`config.mk`:
```
export PLATFORM = sky130hd
export DESIGN_NAME = stroke_undo_buffer
export DESIGN_NICKNAME = d
export VERILOG_FILES = /design/src/rtl/stroke_undo_buffer.sv
export SDC_FILE = /design/constraint.sdc
export NUM_CORES = 1
export LEC_CHECK = 0
export ABC_CLOCK_PERIOD_IN_PS = 13910
export CORE_MARGIN = 2
export CORE_UTILIZATION = 52
export CTS_CLUSTER_SIZE = 24
export DETAILED_ROUTE_END_ITERATION = 6
export GPL_TIMING_DRIVEN = 0
export PLACE_DENSITY = 0.74
export SYNTH_ARGS = -nofsm -noshare
export SYNTH_HDL_FRONTEND = slang
export SYNTH_SLANG_ARGS = --single-unit
```
`constraint.sdc`:
```
create_clock -name clk -period 13.91 [get_ports clk]
set_clock_uncertainty 0.1 [all_clocks]
set_input_delay 1.391 -clock clk [delete_from_list [all_inputs] [get_ports clk]]
set_output_delay 1.391 -clock clk [all_outputs]
set_load 0.1 [all_outputs]
```
`src/rtl/stroke_undo_buffer.sv`:
```
// Circular history of painted pixels with stroke-granular undo/redo.
// Each entry holds {x, y, old colour, new colour, stroke-start flag}. An undo
// or redo replays one whole stroke as a registered valid/ready beat stream.
module stroke_undo_buffer #(
    parameter int COORD_W = 8,
    parameter int COLOR_W = 3,
    parameter int DEPTH   = 16,
    parameter int ADDR_W  = $clog2(DEPTH)
) (
    input  logic               clk,
    input  logic               rst_n,
    input  logic               save,
    input  logic               stroke_begin,
    input  logic [COORD_W-1:0] x_in,
    input  logic [COORD_W-1:0] y_in,
    input  logic [COLOR_W-1:0] old_color_in,
    input  logic [COLOR_W-1:0] new_color_in,
    input  logic               undo,
    input  logic               redo,
    input  logic               restore_ready,
    output logic               restore_valid,
    output logic [COORD_W-1:0] x_out,
    output logic [COORD_W-1:0] y_out,
    output logic [COLOR_W-1:0] color_out,
    output logic               restore_dir,
    output logic               restore_last,
    output logic               busy,
    output logic               can_undo,
    output logic               can_redo,
    output logic               overflow,
    output logic               save_dropped
);

    typedef enum logic [1:0] {
        IDLE     = 2'd0,
        UNDO_RUN = 2'd1,
        REDO_RUN = 2'd2
    } state_t;

    // cur/total count 0..DEPTH, so they carry one bit more than an index
    localparam logic [ADDR_W:0] ZERO = (ADDR_W+1)'(0);
    localparam logic [ADDR_W:0] ONE  = (ADDR_W+1)'(1);
    localparam logic [ADDR_W:0] TWO  = (ADDR_W+1)'(2);
    localparam logic [ADDR_W:0] FULL = (ADDR_W+1)'(DEPTH);

    logic [COORD_W-1:0] mem_x_r     [DEPTH];
    logic [COORD_W-1:0] mem_y_r     [DEPTH];
    logic [COLOR_W-1:0] mem_old_r   [DEPTH];
    logic [COLOR_W-1:0] mem_new_r   [DEPTH];
    logic               mem_first_r [DEPTH];

    state_t            state_r, state_nxt_s;
    logic [ADDR_W-1:0] base_r, base_nxt_s;
    logic [ADDR_W:0]   cur_r, cur_nxt_s;
    logic [ADDR_W:0]   total_r, total_nxt_s;

    logic              accept_s;
    logic              wr_en_s;
    logic              wr_first_s;
    logic [ADDR_W-1:0] wr_addr_s;
    logic              ld_s;
    logic              ld_dir_s;
    logic [ADDR_W:0]   ld_idx_s;
    logic              clr_s;
    logic              ovf_s;
    logic              drop_s;
    logic              ld_last_s;
    logic [ADDR_W-1:0] rd_addr_s;
    logic [ADDR_W:0]   nx_idx_s;
    logic [ADDR_W-1:0] nx_addr_s;

    assign accept_s  = restore_valid & restore_ready;
    // When full, cur[ADDR_W-1:0] wraps to 0, so this lands on the oldest slot
    assign wr_addr_s = base_r + cur_r[ADDR_W-1:0];
    assign rd_addr_s = base_r + ld_idx_s[ADDR_W-1:0];
    assign nx_idx_s  = ld_idx_s + ONE;
    assign nx_addr_s = base_r + nx_idx_s[ADDR_W-1:0];

    // Next-state decode: history pointers, FSM, and which beat to load next
    always_comb begin
        state_nxt_s = state_r;
        base_nxt_s  = base_r;
        cur_nxt_s   = cur_r;
        total_nxt_s = total_r;
        wr_en_s     = 1'b0;
        wr_first_s  = stroke_begin;
        ld_s        = 1'b0;
        ld_dir_s    = 1'b0;
        ld_idx_s    = ZERO;
        clr_s       = 1'b0;
        ovf_s       = 1'b0;
        drop_s      = 1'b0;
        case (state_r)
            IDLE: begin
                if (save) begin
                    wr_en_s = 1'b1;
                    if (cur_r == FULL) begin
                        base_nxt_s = base_r + 1'b1;
                        ovf_s      = 1'b1;
                    end else begin
                        wr_first_s  = stroke_begin | (cur_r == ZERO);
                        cur_nxt_s   = cur_r + ONE;
                        total_nxt_s = cur_r + ONE;
                    end
                end else if (undo && (cur_r != ZERO)) begin
                    state_nxt_s = UNDO_RUN;
                    ld_s        = 1'b1;
                    ld_dir_s    = 1'b0;
                    ld_idx_s    = cur_r - ONE;
                end else if (redo && (total_r > cur_r)) begin
                    state_nxt_s = REDO_RUN;
                    ld_s        = 1'b1;
                    ld_dir_s    = 1'b1;
                    ld_idx_s    = cur_r;
                end else begin
                    state_nxt_s = IDLE;
                end
            end
            UNDO_RUN: begin
                drop_s = save;
                if (accept_s) begin
                    cur_nxt_s = cur_r - ONE;
                    if (restore_last) begin
                        state_nxt_s = IDLE;
                        clr_s       = 1'b1;
                    end else begin
                        ld_s     = 1'b1;
                        ld_dir_s = 1'b0;
                        ld_idx_s = cur_r - TWO;
                    end
                end else begin
                    cur_nxt_s = cur_r;
                end
            end
            REDO_RUN: begin
                drop_s = save;
                if (accept_s) begin
                    cur_nxt_s = cur_r + ONE;
                    if (restore_last) begin
                        state_nxt_s = IDLE;
                        clr_s       = 1'b1;
                    end else begin
                        ld_s     = 1'b1;
                        ld_dir_s = 1'b1;
                        ld_idx_s = cur_r + ONE;
                    end
                end else begin
                    cur_nxt_s = cur_r;
                end
            end
            default: begin
                state_nxt_s = IDLE;
                clr_s       = 1'b1;
            end
        endcase
    end

    // Last-beat flag for the beat being loaded: an undo stops on a stroke start
    // or the history floor, a redo stops before the next stroke start or the end
    always_comb begin
        ld_last_s = 1'b0;
        if (ld_dir_s) begin
            ld_last_s = (nx_idx_s == total_r) | mem_first_r[nx_addr_s];
        end else begin
            ld_last_s = mem_first_r[rd_addr_s] | (ld_idx_s == ZERO);
        end
    end

    // History storage; contents need no reset since cur/total gate every read
    always_ff @(posedge clk) begin
        if (wr_en_s) begin
            mem_x_r[wr_addr_s]     <= x_in;
            mem_y_r[wr_addr_s]     <= y_in;
            mem_old_r[wr_addr_s]   <= old_color_in;
            mem_new_r[wr_addr_s]   <= new_color_in;
            mem_first_r[wr_addr_s] <= wr_first_s;
        end
    end

    // Control state, status flags and the registered restore beat
    always_ff @(posedge clk or negedge rst_n) begin
        if (!rst_n) begin
            state_r       <= IDLE;
            base_r        <= '0;
            cur_r         <= ZERO;
            total_r       <= ZERO;
            restore_valid <= 1'b0;
            x_out         <= '0;
            y_out         <= '0;
            color_out     <= '0;
            restore_dir   <= 1'b0;
            restore_last  <= 1'b0;
            busy          <= 1'b0;
            can_undo      <= 1'b0;
            can_redo      <= 1'b0;
            overflow      <= 1'b0;
            save_dropped  <= 1'b0;
        end else begin
            state_r      <= state_nxt_s;
            base_r       <= base_nxt_s;
            cur_r        <= cur_nxt_s;
            total_r      <= total_nxt_s;
            busy         <= (state_nxt_s != IDLE);
            can_undo     <= (cur_nxt_s != ZERO);
            can_redo     <= (total_nxt_s > cur_nxt_s);
            overflow     <= ovf_s;
            save_dropped <= drop_s;
            if (ld_s) begin
                restore_valid <= 1'b1;
                x_out         <= mem_x_r[rd_addr_s];
                y_out         <= mem_y_r[rd_addr_s];
                color_out     <= ld_dir_s ? mem_new_r[rd_addr_s] : mem_old_r[rd_addr_s];
                restore_dir   <= ld_dir_s;
                restore_last  <= ld_last_s;
            end else if (clr_s) begin
                restore_valid <= 1'b0;
                restore_last  <= 1'b0;
            end else begin
                restore_valid <= restore_valid;
            end
        end
    end

endmodule

```
=== Word level (Yosys, flattened, before mapping) ===
Memory sizes are Yosys's and may differ from the RTL's. A register that Yosys moved wholly into a read port is not among the register bits.
Cells that the tools add are included.

* Register bits after elaboration: 27
* RAM bits: 368
* Input port bits: 29
* Output and inout bits: 27
* Logic and storage cells: 99
* Memories: 5

* Add/sub/neg operators: 8
* Order comparisons: 2
* Eq/ne operators: 4
* Mux-type cells: 50
* Bitwise gates (word level): 4
* Reductions and logical operators: 13

{| class="wikitable"
|+ Memory list
! name !! depth !! bits a word !! rd ports !! clocked after memory_dff !! wr ports !! line !! RTL
|-
| mem_x_r || 16 || 8 || 1 || 1 || 1 || 46 || <nowiki>logic [COORD_W-1:0] mem_x_r [DEPTH];</nowiki>
|-
| mem_y_r || 16 || 8 || 1 || 1 || 1 || 47 || <nowiki>logic [COORD_W-1:0] mem_y_r [DEPTH];</nowiki>
|-
| mem_new_r || 16 || 3 || 1 || 0 || 1 || 49 || <nowiki>logic [COLOR_W-1:0] mem_new_r [DEPTH];</nowiki>
|-
| mem_old_r || 16 || 3 || 1 || 0 || 1 || 48 || <nowiki>logic [COLOR_W-1:0] mem_old_r [DEPTH];</nowiki>
|-
| mem_first_r || 16 || 1 || 2 || 0 || 1 || 50 || <nowiki>logic mem_first_r [DEPTH];</nowiki>
|}

{| class="wikitable"
|+ Operators by type and width
! cell !! count
|-
| 5-bit two-way mux || 14
|-
| 5-bit case mux with 3 select lines || 2
|-
| 1-bit two-way mux || 24
|-
| 4-bit adder || 3
|-
| 5-bit by 1-bit adder with 5-bit output, second input constant || 2
|-
| 5-bit greater-than comparator || 2
|-
| 5-bit logical NOT || 2
|-
| 2-bit two-way mux || 5
|-
| 5-bit nonzero test || 2
|-
| 1-bit case mux with 2 select lines || 3
|-
| 5-bit == test || 1
|-
| 5-bit == test, second input constant || 1
|-
| 5-bit by 1-bit subtractor with 5-bit output, second input constant || 1
|-
| 5-bit by 2-bit subtractor with 5-bit output, second input constant || 1
|-
| 4-bit by 1-bit adder with 4-bit output, second input constant || 1
|-
| 2-bit case mux with 2 select lines || 1
|-
| 2-bit nonzero test || 2
|-
| 3-bit two-way mux || 1
|-
| 1-bit bitwise OR || 3
|-
| 3-bit AND reduction || 1
|-
| 2-bit by 1-bit == test with 1-bit output, second input constant || 1
|-
| 2-bit == test, second input constant || 1
|-
| 1-bit logical AND || 2
|-
| 1-bit logical NOT || 2
|-
| 3 further kinds || 3
|}

=== Logic depth before layout (Yosys ltp) ===
Gate-level depths: netlist of the first run.
An unclocked memory read counts as a cell.

* Word-level depth: 12
* Gate-level depth with buffers: 18

=== Worst setup path after synthesis of the first run ===
Ideal clock, no wire load.

* Path kind: in2reg
* From: input port save
* To: register x_out[0], read port of mem_x_r
* Library setup time: 125 ps
* Arrival: 4837 ps
* Path slack: 8848 ps
* Cell stages on the path: 13
* Cell sequence: clkbuf_1 > nand3b_1 > a221oi_4 > nand2_2 > a31oi_2 > nand2b_1 > inv_1 > ha_1 > clkbuf_1 > clkbuf_1 > mux4_2 > mux4_2 > mux2_2

* Cells in the longest elaborated chain, start to end: 3
* Elaborated cells between the ends (all ways): 5

{| class="wikitable"
|+ RTL lines
! what !! line !! RTL
|-
| from (decl) || 12 || <nowiki>input logic save,</nowiki>
|-
| 5-bit two-way mux || 95 || <nowiki>if (save) begin</nowiki>
|-
| 5-bit case mux with 3 select lines || 93 || <nowiki>case (state_r)</nowiki>
|-
| 4-bit adder || 75 || <nowiki>assign rd_addr_s = base_r + ld_idx_s[ADDR_W-1:0];</nowiki>
|-
| to (decl) || 22 || <nowiki>output logic [COORD_W-1:0] x_out,</nowiki>
|}

Parallel ways exist; a longest one is shown, timed or not.
A chain may end at the register's enable or synchronous reset.

=== Final worst setup path of the first run ===
* From: register cur_r[1]
* To: register y_out[3], read port of mem_y_r

* Cells in the longest elaborated chain, start to end: 7
* Elaborated cells between the ends (all ways): 20

{| class="wikitable"
|+ RTL lines
! what !! line !! RTL
|-
| from (decl) || 54 || <nowiki>logic [ADDR_W:0] cur_r, cur_nxt_s;</nowiki>
|-
| from (signal assigned) || 201 || <nowiki>cur_r <= cur_nxt_s;</nowiki>
|-
| 5-bit greater-than comparator || 110 || <nowiki>end else if (redo && (total_r > cur_r)) begin</nowiki>
|-
| 1-bit logical AND || 110 ||
|-
| 5-bit two-way mux || 110 ||
|-
| 5-bit two-way mux || 105 || <nowiki>end else if (undo && (cur_r != ZERO)) begin</nowiki>
|-
| 5-bit two-way mux || 95 ||
|-
| 5-bit case mux with 3 select lines || 93 ||
|-
| 4-bit adder || 75 ||
|-
| to (decl) || 23 || <nowiki>output logic [COORD_W-1:0] y_out,</nowiki>
|}

Parallel ways exist; a longest one is shown, timed or not.

==> qor.log, run 1 <==
qor: timing.post-route-min-period 6.01 ns
qor: synth.postSynthNetCount 934
qor: critical_path.worst_setup_path_start_kind register
qor: critical_path.crit_family buffers and inverters
qor: run_status.outcome finished, final reports clean
qor: layout.final-instance-count-excl-fill 1455
qor: drt.route.vias.total 8847
qor: synth.yosys.area.top_type_share 64.5%
qor: drt.drt_pre_antenna_iters 5
qor: critical_path.crit_required 14.23 ns
qor: placement.portBuffers 54
qor: synth.synth_ff_type edfxtp_1
qor: cts.number_of_buffers_added_by_the_clock_tree_synthesis_step 41
qor: floorplan.ioPinCount 56
qor: synth.synth_sequential_area_ratio 70.8%
qor: layout.syn_to_final_growth 17.3%
qor: layout.fillers 2238
qor: timing.setup-violations-final 0
qor: drt.drt_drc_violations_left 0
qor: grt.via_count_of_the_first_global_routing_pass 9188
qor: grt.grt-ovfl-total 0
qor: cts.tritoncts_clock_tree yes
qor: synth.asyncSetResetFlopFracSynth 10.5%
qor: placement.post-dp-hpwl 24100 um
qor: timing.worst_pin_slew 1.26 ns
qor: synth.synth_largest_area_cell edfxtp_1
qor: critical_path.timing.critical_path.buf_inv 5
qor: synth.post_syn_area_per_cell 19.7 sq um
qor: drt.final_antenna_net_count 0
qor: timing.max_freq 167 MHz
qor: hold_path.hp-class register to register
qor: floorplan.rows 66
qor: synth.ys.warnings.count 0
qor: critical_path.crit_chain inv_1 -> ha_1 -> clkbuf_2 -> or4b_4 -> a221oi_4 -> nand2_2 -> a31oi_2 -> nand2b_1 -> inv_1 -> ha_1 -> clkbuf_1 -> clkbuf_1 -> mux4_2 -> mux4_2 -> mux2_2
qor: critical_path.timing.critical_path.fanout_max 10
qor: cts.clkSinkCount 411
qor: cts.htree_num_levels 2
qor: synth.ys_seq_elements 411
qor: timing.timing.final.crit_share 43.2%
qor: cts.clk-insertion-delay-late 0.55 ns
qor: layout.layout.nets 1044
qor: critical_path.critPathKind register to register
qor: drt.route.detailed.vias_per_inst 6.08
qor: grt.global_route.usage.total 24.2%
qor: grt.grt_antenna_before_repair 0
qor: run.drv.max_cap_violation_count 0
qor: drt.drtIter0Drc 1026
qor: layout.fraction_of_final_layout_cells_sized_beyond_drive_strength_1 24.9%
qor: synth.post_synth_inst_count 871
qor: floorplan.die-width 185 um
qor: placement.place.gp.congestion 0.891
qor: critical_path.timing.critical_path.slowest_stage_cell clkbuf_1
qor: cts.cts_setup_buffers 0
qor: synth.ys_types 55
qor: pwr.power_per_cell_area 273 mW/mm^2
qor: cts.cts.hold.buffers_added 0
qor: critical_path.end_kind register
qor: layout.final_design_area_no_fill 0.0201 sq mm
qor: drt.drt-total-wl 39800 um
qor: synth.synth_area_leaders edfxtp_1 65%, mux4_2 16%, dfrtp_1 6.3%
qor: drt.avgRoutedWirePerCell 27.4 um
qor: floorplan.floorplan.initialDensity 52.8%
qor: critical_path.crit_arrival 6.32 ns
qor: timing.max_transition_viols_final 0
qor: floorplan.y_dimension_of_the_die 185 um
qor: synth.syn_area 0.0171 sq mm
qor: grt.largest_net_degree_at_the_start_of_global_routing 33
qor: timing.grt_setup_unrepaired no
qor: placement.placed_cells 1380
qor: critical_path.cp_slowest_stage_delay 0.95 ns
qor: placement.placed_cell_area 0.0187 sq mm
qor: synth.synth.most_common_cell edfxtp_1
qor: layout.antennaDiodeCount 0
qor: cts.cts-root-buf clkbuf_16
qor: timing.timing.setup.tns 0 ns
qor: cts.cts_resized 0
qor: synth.post_synth_most_frequent_cells 368 x edfxtp_1, 119 x mux4_2, 43 x dfrtp_1
qor: timing.hold_viol_final 0
qor: pwr.static-leakage-power 6.73 nW
qor: timing.normalized_max_slew_margin 16.0%
qor: cts.cts.path.max_buffers 3
qor: grt.first_pass_grt_wire_length 58900 um
qor: floorplan.die_area 0.0344 sq mm
qor: synth.synth_enable_flop_cells 368
qor: pwr.irDropWorstVdd 0.195 mV
qor: cts.clkTransAtPathRegs 0.06 ns
qor: floorplan.core_area 0.0325 sq mm
-- final cells by class --
type | instances | area [sq um] | area share (%)
flip-flops and latches | 411 | 12100 | 60.4
clock buffers | 53 | 1130 | 5.64
plain buffers | 37 | 164 | 0.816
repair buffers | 67 | 856 | 4.26
well taps | 442 | 553 | 2.75
multi-input cells | 402 | 4880 | 24.3
clock inverters | 22 | 302 | 1.50
inverters | 21 | 78.8 | 0.392
-- power by group --
group | total, W | switching, W | internal [W]
sequential | 0.00165 | 0.0000863 | 0.00156
clock | 0.00116 | 0.000469 | 0.000694
combinational | 0.00267 | 0.00150 | 0.00116
total | 0.00548 | 0.00206 | 0.00342
-- through the flow --
stage,power (W),hold WS (ns),util (%),worst slack [ns]
after floorplan,0.00356,0.404,-,8.85
after global placement,0.00422,0.391,56.1,7.59
after detailed placement,0.00434,0.396,57.5,7.61
after CTS,0.00553,0.409,61.9,7.91
after global routing,0.00574,0.431,61.9,7.52
final,0.00548,0.406,61.9,7.90
-- layer usage --
layer / track usage [%] / vias to the layer above / wire length [um]
met1: 32.2 / 4629 / 15800
met4: 8.54 / 0 / 1230
met5: 0 / - / 0
met3: 4.48 / 78 / 2800
li1: - / 3772 / -
met2: 40.5 / 368 / 20000
-- sequential cells by signal, summed over array words and instances (netlist names), 3 cells and up --
name         cells
mem_new_r       48
base_r           4
total_r          5
mem_old_r       48
y_out            8
color_out        3
cur_r            5
x_out            8
mem_first_r     16
mem_x_r        128
mem_y_r        128
-- cell families after synthesis --
kind of cell / Yosys count / share of synthesized area [%]
buffers and inverters: 58 / 1.42
XOR/XNOR: 22 / 1.13
multiplexers: 146 / 17.4
adder cells (fa/ha/maj): 34 / 2.62
AND/OR/NAND/NOR: 120 / 3.41
flip-flops: 411 / 70.8
AO/OA/AOI/OAI: 80 / 3.23
-- path summary, 6_finish.rpt --
kind	start	end	slack (ns)	cells past startpoint
setup / recovery	cur_r[1]	y_out[3]	7.90	15
hold / removal	x_out[4]	x_out[4]	0.41	1
setup reg to reg	cur_r[1]	y_out[3]	7.90	15
hold reg to reg	x_out[4]	x_out[4]	0.41	1
max in group asynchronous	rst_n	y_out[3]	12.44	2
min in group asynchronous	rst_n	color_out[1]	0.70	1
-- cell usage in the layout, fill, tap and decap left out, types with 16 or more instances in the layout --
cell type / Yosys / layout
nand2_1: 34 / 34
clkbuf_16: 0 / 42
inv_1: 21 / 21
a21oi_1: 30 / 30
mux2_2: 21 / 21
clkbuf_1: 31 / 38
ha_1: 31 / 31
mux4_2: 119 / 119
dfrtp_1: 43 / 43
nor2_4: 0 / 16
clkdlybuf4s50_1: 0 / 53
edfxtp_1: 368 / 368
nor2_1: 39 / 22
No activity file was read; power rests on OpenSTA's default activity.
==> run 2: changes to the inputs <==
--- a/config.mk
+++ b/config.mk
@@ -5,13 +5,13 @@
 export SDC_FILE = /design/constraint.sdc
 export NUM_CORES = 1
 export LEC_CHECK = 0
-export ABC_CLOCK_PERIOD_IN_PS = 13910
+export ABC_CLOCK_PERIOD_IN_PS = 5400
 export CORE_MARGIN = 2
 export CORE_UTILIZATION = 52
 export CTS_CLUSTER_SIZE = 24
 export DETAILED_ROUTE_END_ITERATION = 6
 export GPL_TIMING_DRIVEN = 0
-export PLACE_DENSITY = 0.74
+export PLACE_DENSITY = 0.77
 export SYNTH_ARGS = -nofsm -noshare
 export SYNTH_HDL_FRONTEND = slang
 export SYNTH_SLANG_ARGS = --single-unit
==> constraint.sdc (replaced) <==
create_clock -name clk -period 5.4 [get_ports clk]
set_clock_uncertainty 0.1 [all_clocks]
set_input_delay 0.54 -clock clk [delete_from_list [all_inputs] [get_ports clk]]
set_output_delay 0.54 -clock clk [all_outputs]
set_load 0.1 [all_outputs]
==> qor.log, run 2 (same netlist as run 1, synthesis figures left out) <==
qor: run.drv.max_cap_violation_count 0 [unchanged]
qor: floorplan.floorplan.initialDensity 52.8% [unchanged]
qor: floorplan.core_area 0.0325 sq mm [unchanged]
qor: grt.globalRouteMet3Util 4.48% [unchanged]
qor: grt.global_route.usage.total 24.6% [+0.37 points]
qor: timing.max_transition_viols_final 0 [unchanged]
qor: timing.grt_setup_unrepaired no
qor: layout.fraction_of_final_layout_cells_sized_beyond_drive_strength_1 27.6% [+2.7 points]
qor: cts.clk-insertion-delay-late 0.55 ns [about the same]
qor: cts.cts-root-buf clkbuf_16
qor: timing.post-route-min-period 5.23 ns [-0.779 ns]
qor: placement.place.gp.congestion 0.864 [-3.0%]
qor: critical_path.crit_arrival 5.55 ns [-0.77 ns]
qor: grt.grt_most_used_layer met2
qor: floorplan.ioPinCount 56 [unchanged]
qor: cts.htree_num_levels 2 [unchanged]
qor: drt.route.detailed.vias_per_inst 6.24 [+2.6%]
qor: run_status.outcome finished, final reports clean
qor: grt.first_pass_grt_wire_length 60200 um [+2.2%]
qor: grt.grt-ovfl-total 0 [unchanged]
qor: timing.timing.final.crit_share 96.8% [+54 points]
qor: critical_path.critPathKind register to register
qor: timing.max_freq 191 MHz [+15%]
qor: critical_path.timing.critical_path.fanout_max 10 [unchanged]
qor: drt.drt-total-wl 40500 um [+1.8%]
qor: floorplan.y_dimension_of_the_die 185 um [unchanged]
qor: layout.fillers 2231 [-0.31%]
qor: critical_path.worst_setup_path_start_kind register
qor: placement.portBuffers 54 [unchanged]
qor: floorplan.die_area 0.0344 sq mm [unchanged]
qor: floorplan.die-width 185 um [unchanged]
qor: drt.drtIter0Drc 1120 [+9.2%]
qor: timing.worst_pin_slew 1.23 ns [-0.0298 ns]
qor: grt.grt_antenna_before_repair 2 [+2]
qor: critical_path.end_kind register
qor: layout.leading_cell_types_in_the_layout_fill_and_taps_excluded 368 x edfxtp_1, 119 x mux4_2, 53 x clkdlybuf4s50_1, 42 x clkbuf_16, 41 x dfrtp_1
qor: layout.final_core_util 62.1% [+0.25 points]
qor: timing.hold_viol_final 0 [unchanged]
qor: floorplan.rows 66 [unchanged]
qor: layout.syn_to_final_growth 17.8%
qor: drt.drt_pre_antenna_iters 5 [unchanged]
qor: layout.most_frequent_standard_cell_in_the_layout_excluding_fill_and_tap_cells edfxtp_1
qor: grt.met1_track_demand_over_resource 33.8% [+1.7 points]
qor: drt.avgRoutedWirePerCell 27.8 um [+1.6%]
qor: drt.drt_drc_violations_left 0 [unchanged]
qor: layout.largest_registers mem_x_r (128), mem_y_r (128)
qor: timing.setup-violations-final 0 [unchanged]
qor: drt.route.vias.total 9097 [+2.8%]
qor: placement.post-dp-hpwl 23700 um [-1.3%]
qor: grt.largest_net_degree_at_the_start_of_global_routing 33 [unchanged]
qor: grt.via_count_of_the_first_global_routing_pass 9363 [+1.9%]
qor: critical_path.crit_required 5.73 ns [-8.50 ns]
qor: cts.cts.path.max_buffers 3 [unchanged]
qor: cts.clkSinkCount 411 [unchanged]
qor: layout.layout.nets 1045 [+0.096%]
qor: hold_path.hp-class primary input to async pin
qor: grt.grt_util_met2 40.3% [-0.19 points]
qor: cts.tritoncts_clock_tree yes
qor: drt.final_antenna_net_count 0 [unchanged]
qor: cts.clkTransAtPathRegs 0.07 ns [about the same]
qor: timing.normalized_max_slew_margin 18.0% [+2.0 points]
qor: cts.number_of_buffers_added_by_the_clock_tree_synthesis_step 41 [unchanged]
-- run 2: changes by cell type in the layout (fill, tap and decap cells not counted), sizes merged --
cell and change:
buf +6, bufinv +1, clkbuf -7, clkinv +3
clkinvlp -1, diode +1, dlygate4sd3 +1, inv -1
-- run 2: worst paths after layout --
check	from	end	slack (ns)	depth (start not counted)
max in group asynchronous	rst_n	cur_r[0]	4.23	3
min in group clk	save	save_dropped	0.40	2
setup reg to reg	cur_r[1]	x_out[1]	0.17	16
hold / removal	rst_n	x_out[4]	0.39	2
setup / recovery	cur_r[1]	x_out[1]	0.17	16
hold reg to reg	y_out[2]	y_out[2]	0.41	1
-- run 2: worst max-delay path, stage by stage, from the launching register on --
cell      delay (ns)
dfrtp_2         0.50
inv_2           0.16
ha_1            0.16
clkbuf_2        0.18
or4b_4          0.50
a221oi_4        0.31
nand2_2         0.16
a31oi_2         0.27
nand2b_1        0.17
inv_1           0.16
ha_1            0.22
fa_1            0.45
clkbuf_2        0.24
clkbuf_2        0.35
mux4_2          0.39
mux4_2          0.49
mux2_2          0.28
-- run 2: metrics by stage --
| step | setup slack, ns | hold slack (ns) | TNS, ns | cells | cell area [sq um] |
|---|---|---|---|---|---|
| 6_report | 0.174 | 0.386 | 0 | 1458 | 20200 |
| 5_1_grt | 0.0118 | 0.413 | 0 | 1458 | 20200 |
| 4_1_cts | 0.00935 | 0.377 | 0 | 1457 | 20200 |
| 3_5_place_dp | -0.625 | 0.404 | -10.06 | 1380 | 18600 |
| 3_3_place_gp | -0.526 | 0.393 | -8.75 | 1367 | 18200 |
| 2_1_floorplan | 0.652 | 0.144 | 0 | 871 | 17100 |
-- run 2: final cells by class --
cell class              instances  area (sq um)  share of cell area (%)
flip-flops and latches        411         12100                    60.1
multi-input cells             402          4880                    24.2
clock buffers                  52          1130                    5.60
repair buffers                 68           836                    4.14
well taps                     442           553                    2.74
clock inverters                24           333                    1.65
plain buffers                  37           224                    1.11
inverters                      21          78.8                   0.391
diodes                          1          2.50                  0.0124
-- run 2: timing repair --
action,CTS,global route
setup buffers,0,0
pin swaps,0,0
setup endpoints to repair,20,20
gates resized for setup,33,16
hold endpoints to repair,11,0
hold buffers,1,0
-- run 2: metal layers --
metal	up-vias	share of wire, %
met5	-	0.027
met3	97	9.3
met2	506	50
li1	3785	-
met4	2	3.0
met1	4707	38
Power of run 2 is left out: the tool's default activity adds up to more than one toggle a clock period on the data nets, which glitch-free logic cannot reach.
==> run 3: changes to the inputs <==
--- a/config.mk
+++ b/config.mk
@@ -6,7 +6,7 @@
 export NUM_CORES = 1
 export LEC_CHECK = 0
 export ABC_CLOCK_PERIOD_IN_PS = 5400
-export CORE_MARGIN = 2
+export CORE_MARGIN = 10
 export CORE_UTILIZATION = 52
 export CTS_CLUSTER_SIZE = 24
 export DETAILED_ROUTE_END_ITERATION = 6
==> qor.log, run 3 (same netlist as run 1, synthesis figures left out) <==
qor: timing.fin_worst_hold_slack 0.409 ns [+0.0236 ns]
qor: timing.max_transition_viols_final 0 [unchanged]
qor: drt.avgRoutedWirePerCell 27.0 um [-2.9%]
qor: floorplan.die_area 0.0406 sq mm [+18%]
qor: critical_path.crit_chain inv_4 -> ha_1 -> clkbuf_2 -> or4b_4 -> a221oi_4 -> nand2_2 -> a31oi_2 -> nand2b_1 -> inv_1 -> ha_1 -> fa_1 -> clkbuf_2 -> clkbuf_4 -> mux4_2 -> mux4_2 -> mux2_2
qor: cts.clkSinkCount 411 [unchanged]
qor: critical_path.timing.reg2reg.setup_slack 0.29 ns [+0.12 ns]
qor: critical_path.crit_required 5.72 ns [about the same]
qor: critical_path.crit_family multiplexers
qor: floorplan.ioPinCount 56 [unchanged]
qor: run_status.outcome finished, final reports clean
qor: grt.largest_net_degree_at_the_start_of_global_routing 31 [-6.1%]
qor: layout.final_core_util 61.3% [-0.87 points]
qor: timing.timing.final.crit_share 94.7% [-2.1 points]
qor: run.drv.max_cap_violation_count 0 [unchanged]
qor: floorplan.floorplan.initialDensity 52.6% [-0.13 points]
qor: layout.final-instance-count-excl-fill 1457 [-0.069%]
qor: drt.drt-total-wl 39300 um [-3.0%]
qor: layout.most_frequent_standard_cell_in_the_layout_excluding_fill_and_tap_cells edfxtp_1
qor: hold_path.hp-class primary input to async pin
qor: critical_path.timing.critical_path.buf_inv 5 [unchanged]
qor: drt.route.detailed.vias_per_inst 6.09 [-2.5%]
qor: floorplan.die-width 201 um [+8.6%]
qor: placement.placed_cells 1380 [unchanged]
qor: grt.grt_antenna_before_repair 1 [-1]
qor: timing.hold_viol_final 0 [unchanged]
qor: cts.clk-insertion-delay-late 0.54 ns [about the same]
qor: cts.htree_num_levels 2 [unchanged]
qor: timing.grt_setup_unrepaired no
qor: placement.post-dp-hpwl 24100 um [+1.6%]
qor: floorplan.core_area 0.0325 sq mm [+0.25%]
qor: drt.drtIter0Drc 847 [-24%]
qor: floorplan.y_dimension_of_the_die 201 um [+8.6%]
qor: cts.cts-root-buf clkbuf_16
qor: timing.post-route-min-period 5.11 ns [-0.115 ns]
qor: grt.global_route.usage.total 19.3% [-5.2 points]
qor: drt.route.vias.total 8867 [-2.5%]
qor: critical_path.cp_slowest_stage_delay 0.53 ns [+0.03 ns]
qor: timing.normalized_max_slew_margin 19.7% [+1.7 points]
qor: drt.drt_drc_violations_left 0 [unchanged]
qor: layout.final_design_area_no_fill 0.0199 sq mm [-1.1%]
qor: cts.tritoncts_clock_tree yes
qor: timing.worst_pin_slew 1.20 ns [-0.0251 ns]
qor: critical_path.timing.critical_path.fanout_max 10 [unchanged]
qor: layout.antennaDiodeCount 0 [-1]
qor: pwr.static-leakage-power 6.69 nW
qor: grt.first_pass_grt_wire_length 59200 um [-1.8%]
qor: critical_path.crit_arrival 5.43 ns [-0.12 ns]
qor: critical_path.critPathKind register to register
qor: cts.cts.path.max_buffers 3 [unchanged]
qor: critical_path.timing.critical_path.slowest_stage_cell mux4_2
qor: layout.syn_to_final_growth 16.4%
qor: layout.leading_cell_types_in_the_layout_fill_and_taps_excluded 368 x edfxtp_1, 119 x mux4_2, 53 x clkdlybuf4s50_1, 41 x dfrtp_1, 41 x clkbuf_16
qor: cts.clkTransAtPathRegs 0.06 ns [about the same]
qor: grt.via_count_of_the_first_global_routing_pass 9159 [-2.2%]
qor: placement.place.gp.congestion 0.873 [+1.1%]
qor: placement.portBuffers 54 [unchanged]
qor: pwr.irDropWorstVdd 0.550 mV
qor: critical_path.end_kind register
qor: layout.largest_registers mem_x_r (128), mem_y_r (128)
qor: floorplan.rows 66 [unchanged]
qor: critical_path.critical_path.reg2reg.startpoint cur_r[1]
qor: drt.drt_pre_antenna_iters 4 [-1]
qor: cts.cts_setup_buffers 0 [unchanged]
qor: timing.setup-violations-final 0 [unchanged]
qor: critical_path.rr_endpoint y_out[2]
qor: cts.number_of_buffers_added_by_the_clock_tree_synthesis_step 41 [unchanged]
qor: critical_path.r2r_cells 16 [unchanged]
qor: placement.placed_cell_area 0.0186 sq mm [about the same]
qor: critical_path.worst_setup_path_start_kind register
qor: layout.fraction_of_final_layout_cells_sized_beyond_drive_strength_1 26.2% [-1.4 points]
qor: timing.max_freq 196 MHz [+2.3%]
qor: layout.layout.nets 1045 [unchanged]
qor: pwr.power_per_cell_area 694 mW/mm^2
qor: grt.grt-ovfl-total 0 [unchanged]
qor: pwr.design_power_total 0.0138 W
qor: drt.final_antenna_net_count 0 [unchanged]
-- run 3: cell count changes in the layout (fill, tap and decap cells not counted), sizes merged --
| cell | before | now |
|---|---|---|
| bufinv | 7 | 0 |
| clkbuf | 78 | 82 |
| buf | 25 | 23 |
| clkinv | 14 | 16 |
| inv | 23 | 25 |
| clkinvlp | 1 | 2 |
| diode | 1 | 0 |
-- run 3: worst max-delay path by stage --
stage	to	startpoint	slack [ns]	depth (start not counted)
after CTS	color_out[0]	cur_r[1]	0.06	17
final	y_out[2]	cur_r[1]	0.29	16
after floorplan	x_out[0]	cur_r[1]	0.65	15
after detailed placement	x_out[0]	cur_r[1]	-0.54	15
after global routing	color_out[0]	cur_r[1]	0.03	17
after global placement	y_out[2]	cur_r[1]	-0.43	15
-- run 3: what timing repair did --
action | CTS | global route
hold endpoints to repair | 13 | 0
hold buffers | 1 | 0
gates resized for setup | 33 | 18
endpoints found under the setup margin | 20 | 20
-- run 3: area by class of cell --
type	instances	area, sq um
well taps	442	553
clock inverters	22	130
inverters	21	81.3
plain buffers	37	228
multi-input cells	402	4890
clock buffers	54	1080
flip-flops and latches	411	12100
repair buffers	68	842
fillers	2266	12600
-- run 3: stage by stage --
step | setup WS (ns) | setup TNS, ns
2_1_floorplan | 0.652 | 0
3_3_place_gp | -0.427 | -7.38
3_5_place_dp | -0.543 | -9.20
4_1_cts | 0.0565 | 0
5_1_grt | 0.0338 | 0
6_report | 0.289 | 0
-- run 3: routing by layer --
layer	wire [um]	track usage (%)
met1	15400	25.4
met2	19800	32.4
met5	13	0
met3	3240	3.73
met4	874	5.40
-- run 3: worst register-to-register path, stage by stage (launching register included) --
cell and delay [ns]:
dfrtp_2 0.49, inv_4 0.13, ha_1 0.15, clkbuf_2 0.18, or4b_4 0.50, a221oi_4 0.32, nand2_2 0.16, a31oi_2 0.26
nand2b_1 0.16, inv_1 0.15, ha_1 0.21, fa_1 0.46, clkbuf_2 0.24, clkbuf_4 0.30, mux4_2 0.35, mux4_2 0.54
mux2_2 0.29
-- run 3: power breakdown --
part           leakage [nW]  switching, W  total [W]  internal, W
Combinational          2.26       0.00391    0.00699      0.00308
Clock                 0.585       0.00117    0.00260      0.00143
Sequential             3.84      0.000209    0.00424      0.00403
Total                  6.69       0.00529     0.0138      0.00854
